**config.mk**
```make
export PLATFORM = sky130hd
export DESIGN_NAME = reg_byte_writer
export DESIGN_NICKNAME = d
export VERILOG_FILES = /design/src/rtl/reg_byte_writer_pkg.sv /design/src/rtl/reg_byte_writer.sv
export SDC_FILE = /design/constraint.sdc
export NUM_CORES = 1
export LEC_CHECK = 0
export CORE_ASPECT_RATIO = 1.75
export CORE_MARGIN = 3
export CORE_UTILIZATION = 35
export DETAILED_ROUTE_END_ITERATION = 7
export GPL_ROUTABILITY_DRIVEN = 0
export PLACE_DENSITY_LB_ADDON = 0.25
export SLEW_MARGIN = 20
export SYNTH_ARGS = -nofsm -noshare
export SYNTH_HDL_FRONTEND = slang
export SYNTH_SLANG_ARGS = --single-unit
```
**constraint.sdc**
```tcl
create_clock -name Clock -period 2.3 [get_ports Clock]
set_input_delay 0.23 -clock Clock [delete_from_list [all_inputs] [get_ports Clock]]
set_output_delay 0.23 -clock Clock [all_outputs]
set_load 0.01 [all_outputs]
```
**src/rtl/reg_byte_writer_pkg.sv**
```systemverilog
// Shared definitions for the register-to-memory byte store sequencer:
// state encoding, store-mode codes and the byte-lane selection rule.
package reg_byte_writer_pkg;

  typedef enum logic [1:0] {
    ST_IDLE = 2'd0,
    ST_WR1  = 2'd1,
    ST_WR2  = 2'd2,
    ST_FIN  = 2'd3
  } state_t;

  typedef enum logic [1:0] {
    MODE_WORD      = 2'b00,
    MODE_LOW       = 2'b01,
    MODE_HIGH      = 2'b10,
    MODE_WORD_SWAP = 2'b11
  } mode_t;

  function automatic logic is_single(input mode_t m);
    return (m == MODE_LOW) || (m == MODE_HIGH);
  endfunction

  // Word modes put the high byte first when first_high XOR swap; the second
  // byte is always the opposite lane.
  function automatic logic [7:0] pick_byte(input logic [15:0] w, input mode_t m,
                                           input logic first_high, input logic first);
    logic take_high;
    case (m)
      MODE_LOW:  take_high = 1'b0;
      MODE_HIGH: take_high = 1'b1;
      default:   take_high = (first_high ^ (m == MODE_WORD_SWAP)) ^ ~first;
    endcase
    return take_high ? w[15:8] : w[7:0];
  endfunction

endpackage

```
**src/rtl/reg_byte_writer.sv**
```systemverilog
// Stores a 16-bit register to an 8-bit memory bus as one or two byte writes,
// holding each write request stable until the memory acknowledges it.
module reg_byte_writer
  import reg_byte_writer_pkg::*;
#(
  parameter int FIRST_HIGH = 0
) (
  input  logic        Clock,
  input  logic        Reset,
  input  logic        Start,
  input  logic [1:0]  Mode,
  input  logic [15:0] Word,
  input  logic [15:0] Addr,
  output logic        Ready,
  output logic [15:0] MemAddr,
  output logic [7:0]  MemData,
  output logic        MemWr,
  input  logic        MemAck,
  output logic        Done
);

  localparam logic FH = (FIRST_HIGH != 0);

  state_t      state_q, state_d;
  logic [15:0] word_q, word_d;
  logic [15:0] addr_q, addr_d;
  mode_t       mode_q, mode_d;
  logic        ready_q, ready_d;
  logic        mem_wr_q, mem_wr_d;
  logic [15:0] mem_addr_q, mem_addr_d;
  logic [7:0]  mem_data_q, mem_data_d;
  logic        done_q, done_d;
  logic        accepted;

  assign accepted = mem_wr_q & MemAck;

  always_comb begin
    state_d    = state_q;
    word_d     = word_q;
    addr_d     = addr_q;
    mode_d     = mode_q;
    ready_d    = ready_q;
    mem_wr_d   = mem_wr_q;
    mem_addr_d = mem_addr_q;
    mem_data_d = mem_data_q;
    done_d     = 1'b0;
    case (state_q)
      ST_IDLE: begin
        if (Start) begin
          // Bus outputs are registered, so the first byte is prepared from
          // the live inputs on the capture edge.
          word_d     = Word;
          addr_d     = Addr;
          mode_d     = mode_t'(Mode);
          ready_d    = 1'b0;
          mem_wr_d   = 1'b1;
          mem_addr_d = Addr;
          mem_data_d = pick_byte(Word, mode_t'(Mode), FH, 1'b1);
          state_d    = ST_WR1;
        end
      end
      ST_WR1: begin
        if (accepted) begin
          if (is_single(mode_q)) begin
            mem_wr_d = 1'b0;
            done_d   = 1'b1;
            state_d  = ST_FIN;
          end else begin
            mem_addr_d = addr_q + 16'd1;
            mem_data_d = pick_byte(word_q, mode_q, FH, 1'b0);
            state_d    = ST_WR2;
          end
        end
      end
      ST_WR2: begin
        if (accepted) begin
          mem_wr_d = 1'b0;
          done_d   = 1'b1;
          state_d  = ST_FIN;
        end
      end
      ST_FIN: begin
        ready_d = 1'b1;
        state_d = ST_IDLE;
      end
      default: begin
        ready_d  = 1'b1;
        mem_wr_d = 1'b0;
        state_d  = ST_IDLE;
      end
    endcase
  end

  always_ff @(posedge Clock) begin
    if (Reset) begin
      state_q    <= ST_IDLE;
      word_q     <= '0;
      addr_q     <= '0;
      mode_q     <= MODE_WORD;
      ready_q    <= 1'b1;
      mem_wr_q   <= 1'b0;
      mem_addr_q <= '0;
      mem_data_q <= '0;
      done_q     <= 1'b0;
    end else begin
      state_q    <= state_d;
      word_q     <= word_d;
      addr_q     <= addr_d;
      mode_q     <= mode_d;
      ready_q    <= ready_d;
      mem_wr_q   <= mem_wr_d;
      mem_addr_q <= mem_addr_d;
      mem_data_q <= mem_data_d;
      done_q     <= done_d;
    end
  end

  assign Ready   = ready_q;
  assign MemWr   = mem_wr_q;
  assign MemAddr = mem_addr_q;
  assign MemData = mem_data_q;
  assign Done    = done_q;

endmodule

```
== Yosys cells after proc, flatten, opt, wreduce, memory -nomap -nowiden ==
Index checks and enable logic that the tools add are counted.
Storage, ports and cells
  register bits after elaboration: 63
  latch bits: 0
  bits in writable memories: 0
  memory bits (read-only): 0
  input bits: 38
  output and inout bits: 27
  logic and storage cells: 69
  memories kept: 0
Operators by class
  add/subtract/negate cells: 1
  multipliers: 0
  divide/modulo/power cells: 0
  order comparisons: 0
  eq/ne operators: 14
  shift operators: 0
  multiplexer cells: 33
  bitwise operators: 2
  reductions and logical operators: 10
Operators by type and width (count)
  16-bit 2-to-1 mux: 3
  8-bit 2-to-1 mux: 5
  16-bit one-hot mux with 2 select lines: 1
  16-bit by 1-bit adder with 16-bit output, second input constant: 1
  8-bit one-hot mux with 2 select lines: 1
  1-bit 2-to-1 mux: 14
  2-bit == test, second input constant: 6
  2-bit inequality test, second input constant: 5
  1-bit one-hot mux with 2 select lines: 4
  2-bit one-hot mux with 4 select lines: 1
  2-bit by 1-bit == test with 1-bit output, second input constant: 3
  2-bit 2-to-1 mux: 3
  5-bit AND reduction: 1
  2-bit AND reduction: 2
  4-bit AND reduction: 1
  2-bit nonzero test: 2
  1-bit one-hot mux with 3 select lines: 1
  3-bit AND reduction: 1
  3-bit nonzero test: 1
  2-bit zero test: 1
  1-bit AND: 1
  1-bit logical OR: 1
  1-bit NOT: 1

== Longest topological paths before layout ==
  word-level depth: 10
  depth in mapped cells: 8
  gate-level depth less buffers: 6

== Worst setup path after synthesis ==
No wires, ideal clock.
  path type: flip-flop to flip-flop
  start: register state_q[1]
  end: register mem_addr_q[10] (netlist: MemAddr[10])
  setup time: 0.066 ns
  arrival: 1.620 ns
  data required time: 2.234 ns
  path slack: 0.614 ns
  cell stages (with the launch flop): 9
  path buffers: 2
  clock period less this slack: 1.686 ns
  path through: dfxtp_1 > inv_1 > ha_1 > clkbuf_1 > nand2b_1 > a21o_2 > buf_6 > a311o_1 > a21oi_2
On the way
  word-level cells in the longest chain between the ends: 3
  elaborated cells between the ends (all ways): 8
  classes of those cells: eq/ne (4); mux (1); reduce/logical (3)
RTL lines
  start: declaration: RTL line reg_byte_writer.sv:24  | state_t state_q, state_d;
  start signal: assignment: RTL line reg_byte_writer.sv:106  | state_q <= state_d;
  2-bit by 1-bit == test with 1-bit output or 2-bit zero test (tied branches): RTL line reg_byte_writer.sv:47  | case (state_q)
  2-bit inequality test (no line) or 2-bit nonzero test (tied branches)
  4-bit AND reduction (no line)
  end signal: assignment: RTL line reg_byte_writer.sv:112  | mem_addr_q <= mem_addr_d;
  end: declaration: RTL line reg_byte_writer.sv:30  | logic [15:0] mem_addr_q, mem_addr_d;
Parallel ways exist; a longest one is shown, timed or not.
A chain may end at the register's enable or synchronous reset.

== Final worst setup path ==
  start: register state_q[1]
  end: register mem_addr_q[8] (netlist: MemAddr[8])
The elaborated chain is that of the path after synthesis.

==> flow_summary.ini <==
[routing]
drtIter0Drc = 170
routedWlPerCell_um = 14.8
vias = 3000
drt_first_pass_iters = 4
drc_errors = 0
vias_per_cell = 5.28
antenna_left = 0
drt-total-wl_mm = 8.42

[power_and_ir_drop]
p_total_mw = 5.05
ir_worst_vdd_v = 0.000520
p_per_area_mw_per_mm2 = 1240
leakage_nw = 1.42

[synthesis]
synth_cells = 385
synth_top_family_by_area = simple AND/OR/NAND/NOR gates
ys_ff_latch = 63
synth-edff-count = 0
seq_area_frac_synth_pct = 41.2
synth_top_area_share_pct = 41.2
async_flop_share_pct = 0
synth_common_cells = nand2_1 (100), dfxtp_1 (63), a21oi_1 (53)
ys_types = 43
syn_area_mm2 = 0.00306
synth_xor_area_share_pct = 2.00
synth-simple-area-share_pct = 24.7
post-synth-top-area-cell = dfxtp_1
avgSynthCellArea_um2 = 7.95
synthMuxAreaShare_pct = 0.654
synth_compound_area_share_pct = 22.7
synth_area_leaders = dfxtp_1 (41%), nand2_1 (12%), a21oi_1 (8.7%)
synth_nets = 430
synthAdderAreaFrac_pct = 2.86
yosys_most_used_dff = dfxtp_1
synth_most_common_cell = nand2_1
synth_warnings = 0

[timing]
layout_setup_ws_ns = 0.430
rsz0062_at_grt = false
post-route-min-period_ns = 1.87
fin_skew_ns = 0.00481
tightest_slew_ns = 0.637
finalHoldViolCount = 0
timing.final.crit_share_pct = 81.3
max_freq_mhz = 535
setup_viol = 0
maxSlewHeadroom_pct = 57.5
tns_ns = 0
drv_slew = 0

[place]
port_buffers = 64
dp.cells = 552
post-place-ws_ns = 0.443
hpwl_mm = 6.07

[critical_path]
crit_fanout = 26
cp.required_ns = 2.55
critPathKind = flop to flop
cpPeakStageDelay_ns = 0.39
r2r_cells = 7
start_kind = flop
worstPathCellList = inv_1, ha_1, nand2b_1, a21o_2, buf_4, a311o_1, a21oi_1
cp-end-kind = flop
cp_slowest_cell = dfxtp_1
critPathArrivalTime_ns = 2.12

[clock_tree]
clockBufferDepth = 2
path_clk_slew_ns = 0.05
htree_levels = 3
cts_buffers = 9
cts_resized = 0
cts_setup_buffers = 0
cts_sinks = 63
cts_hold_buf = 0
clock_latency_ns = 0.32
cts_tree = done
root_buffer = clkbuf_16

[grt]
grt_pass1_wl_mm = 14.0
grt_max_degree = 59
antenna_found_initial = 0
grt_overflow = 0
grtUsageTotal_pct = 17.8
grt_pass1_vias = 2991

[floorplan]
die_height_um = 130
io_pins = 65
initial_core_util_pct = 36.3
die_area_mm2 = 0.00995
rows = 44
coreArea_mm2 = 0.00842
chipWidth_um = 76.7

[min_path]
hold_path_class = input port to flop
hold_depth = 3

[layout]
diodes = 0
area_growth_pct = 32.8
fin_nets = 493
fin_cells = 568
fin_util_pct = 48.3
drive_above_1_share_pct = 7.51

[run]
timing.max_cap.violations = 0

[outcome]
status = completed
==> cells by family after synthesis <==
logic type                 after synthesis
muxes                                    2
buffers and inverters                   34
AOI/OAI and AO/OA                      108
xor gates and xnor gates                 7
adders and majority gates                7
and+or+nand+nor                        164
DFF                                     63
==> layout make-up <==
class | count | area [um2]
fillers | 850 | 4360
multi-input cells | 288 | 1620
flip-flops and latches | 63 | 1260
repair buffers | 76 | 726
clock buffers | 12 | 256
well taps | 115 | 144
inverters | 10 | 37.5
clock inverters | 4 | 20.0
==> per-stage QoR <==
| stage | hold WS (ns) | cell area, um2 |
|---|---|---|
| after floorplan | 0.332 | 3060 |
| after global placement | 0.440 | 3790 |
| after detailed placement | 0.447 | 3790 |
| after CTS | 0.303 | 4070 |
| after global routing | 0.371 | 4070 |
| final | 0.314 | 4070 |
==> power breakdown <==
part	switching (mW)	internal [mW]	total, mW
combinational	1.17	0.985	2.16
clock	0.448	0.779	1.23
sequential	0.243	1.42	1.66
total	1.86	3.18	5.05
==> metal layers <==
layer  vias up  wire length (um)  track usage, %
li1       1489                 -               -
met1      1410              3160            18.0
met2        76              4680            33.6
met3        25               311            3.80
met4         0               272            10.1
met5         -                 0               0
==> registers in the layout, indices dropped and copies added (netlist names) <==
register,cells
MemAddr,16
addr_q,16
word_q,16
MemData,8
mode_q,2
state_q,2
Done,1
MemWr,1
Ready,1
==> critical path, delay by kind of cell (launching register included) <==
family / cells / cell delay, ns
AO/OA/AOI/OAI: 3 / 0.64
AND/OR/NAND/NOR: 1 / 0.20
buffers and inverters: 2 / 0.29
flip-flops: 1 / 0.39
adder cells (fa/ha/maj): 1 / 0.27
==> cell usage in the layout, fill, tap and decap left out, types with 3 or more instances in the layout <==
| cell | n |
|---|---|
| nand2_1 | 100 |
| nand4_1 | 3 |
| ha_1 | 7 |
| dfxtp_1 | 63 |
| nand3_1 | 14 |
| or3_1 | 4 |
| nor4_1 | 7 |
| nor2b_1 | 10 |
| clkinv_2 | 4 |
| a311o_1 | 13 |
| nor2_1 | 15 |
| a211oi_1 | 11 |
| inv_1 | 10 |
| buf_4 | 12 |
| o221ai_1 | 3 |
| clkdlybuf4s50_1 | 63 |
| clkbuf_16 | 9 |
| o21ai_0 | 13 |
| a21oi_1 | 53 |
| xnor2_1 | 6 |
==> final timing paths <==
kind	start	end	slack [ns]
worst max-delay path	state_q[1]	MemAddr[8]	0.43
worst min register to register	word_q[4]	word_q[4]	0.45
worst max register to register	state_q[1]	MemAddr[8]	0.43
worst min-delay path	Reset	Ready	0.31
(Power assumes the default switching activity.)
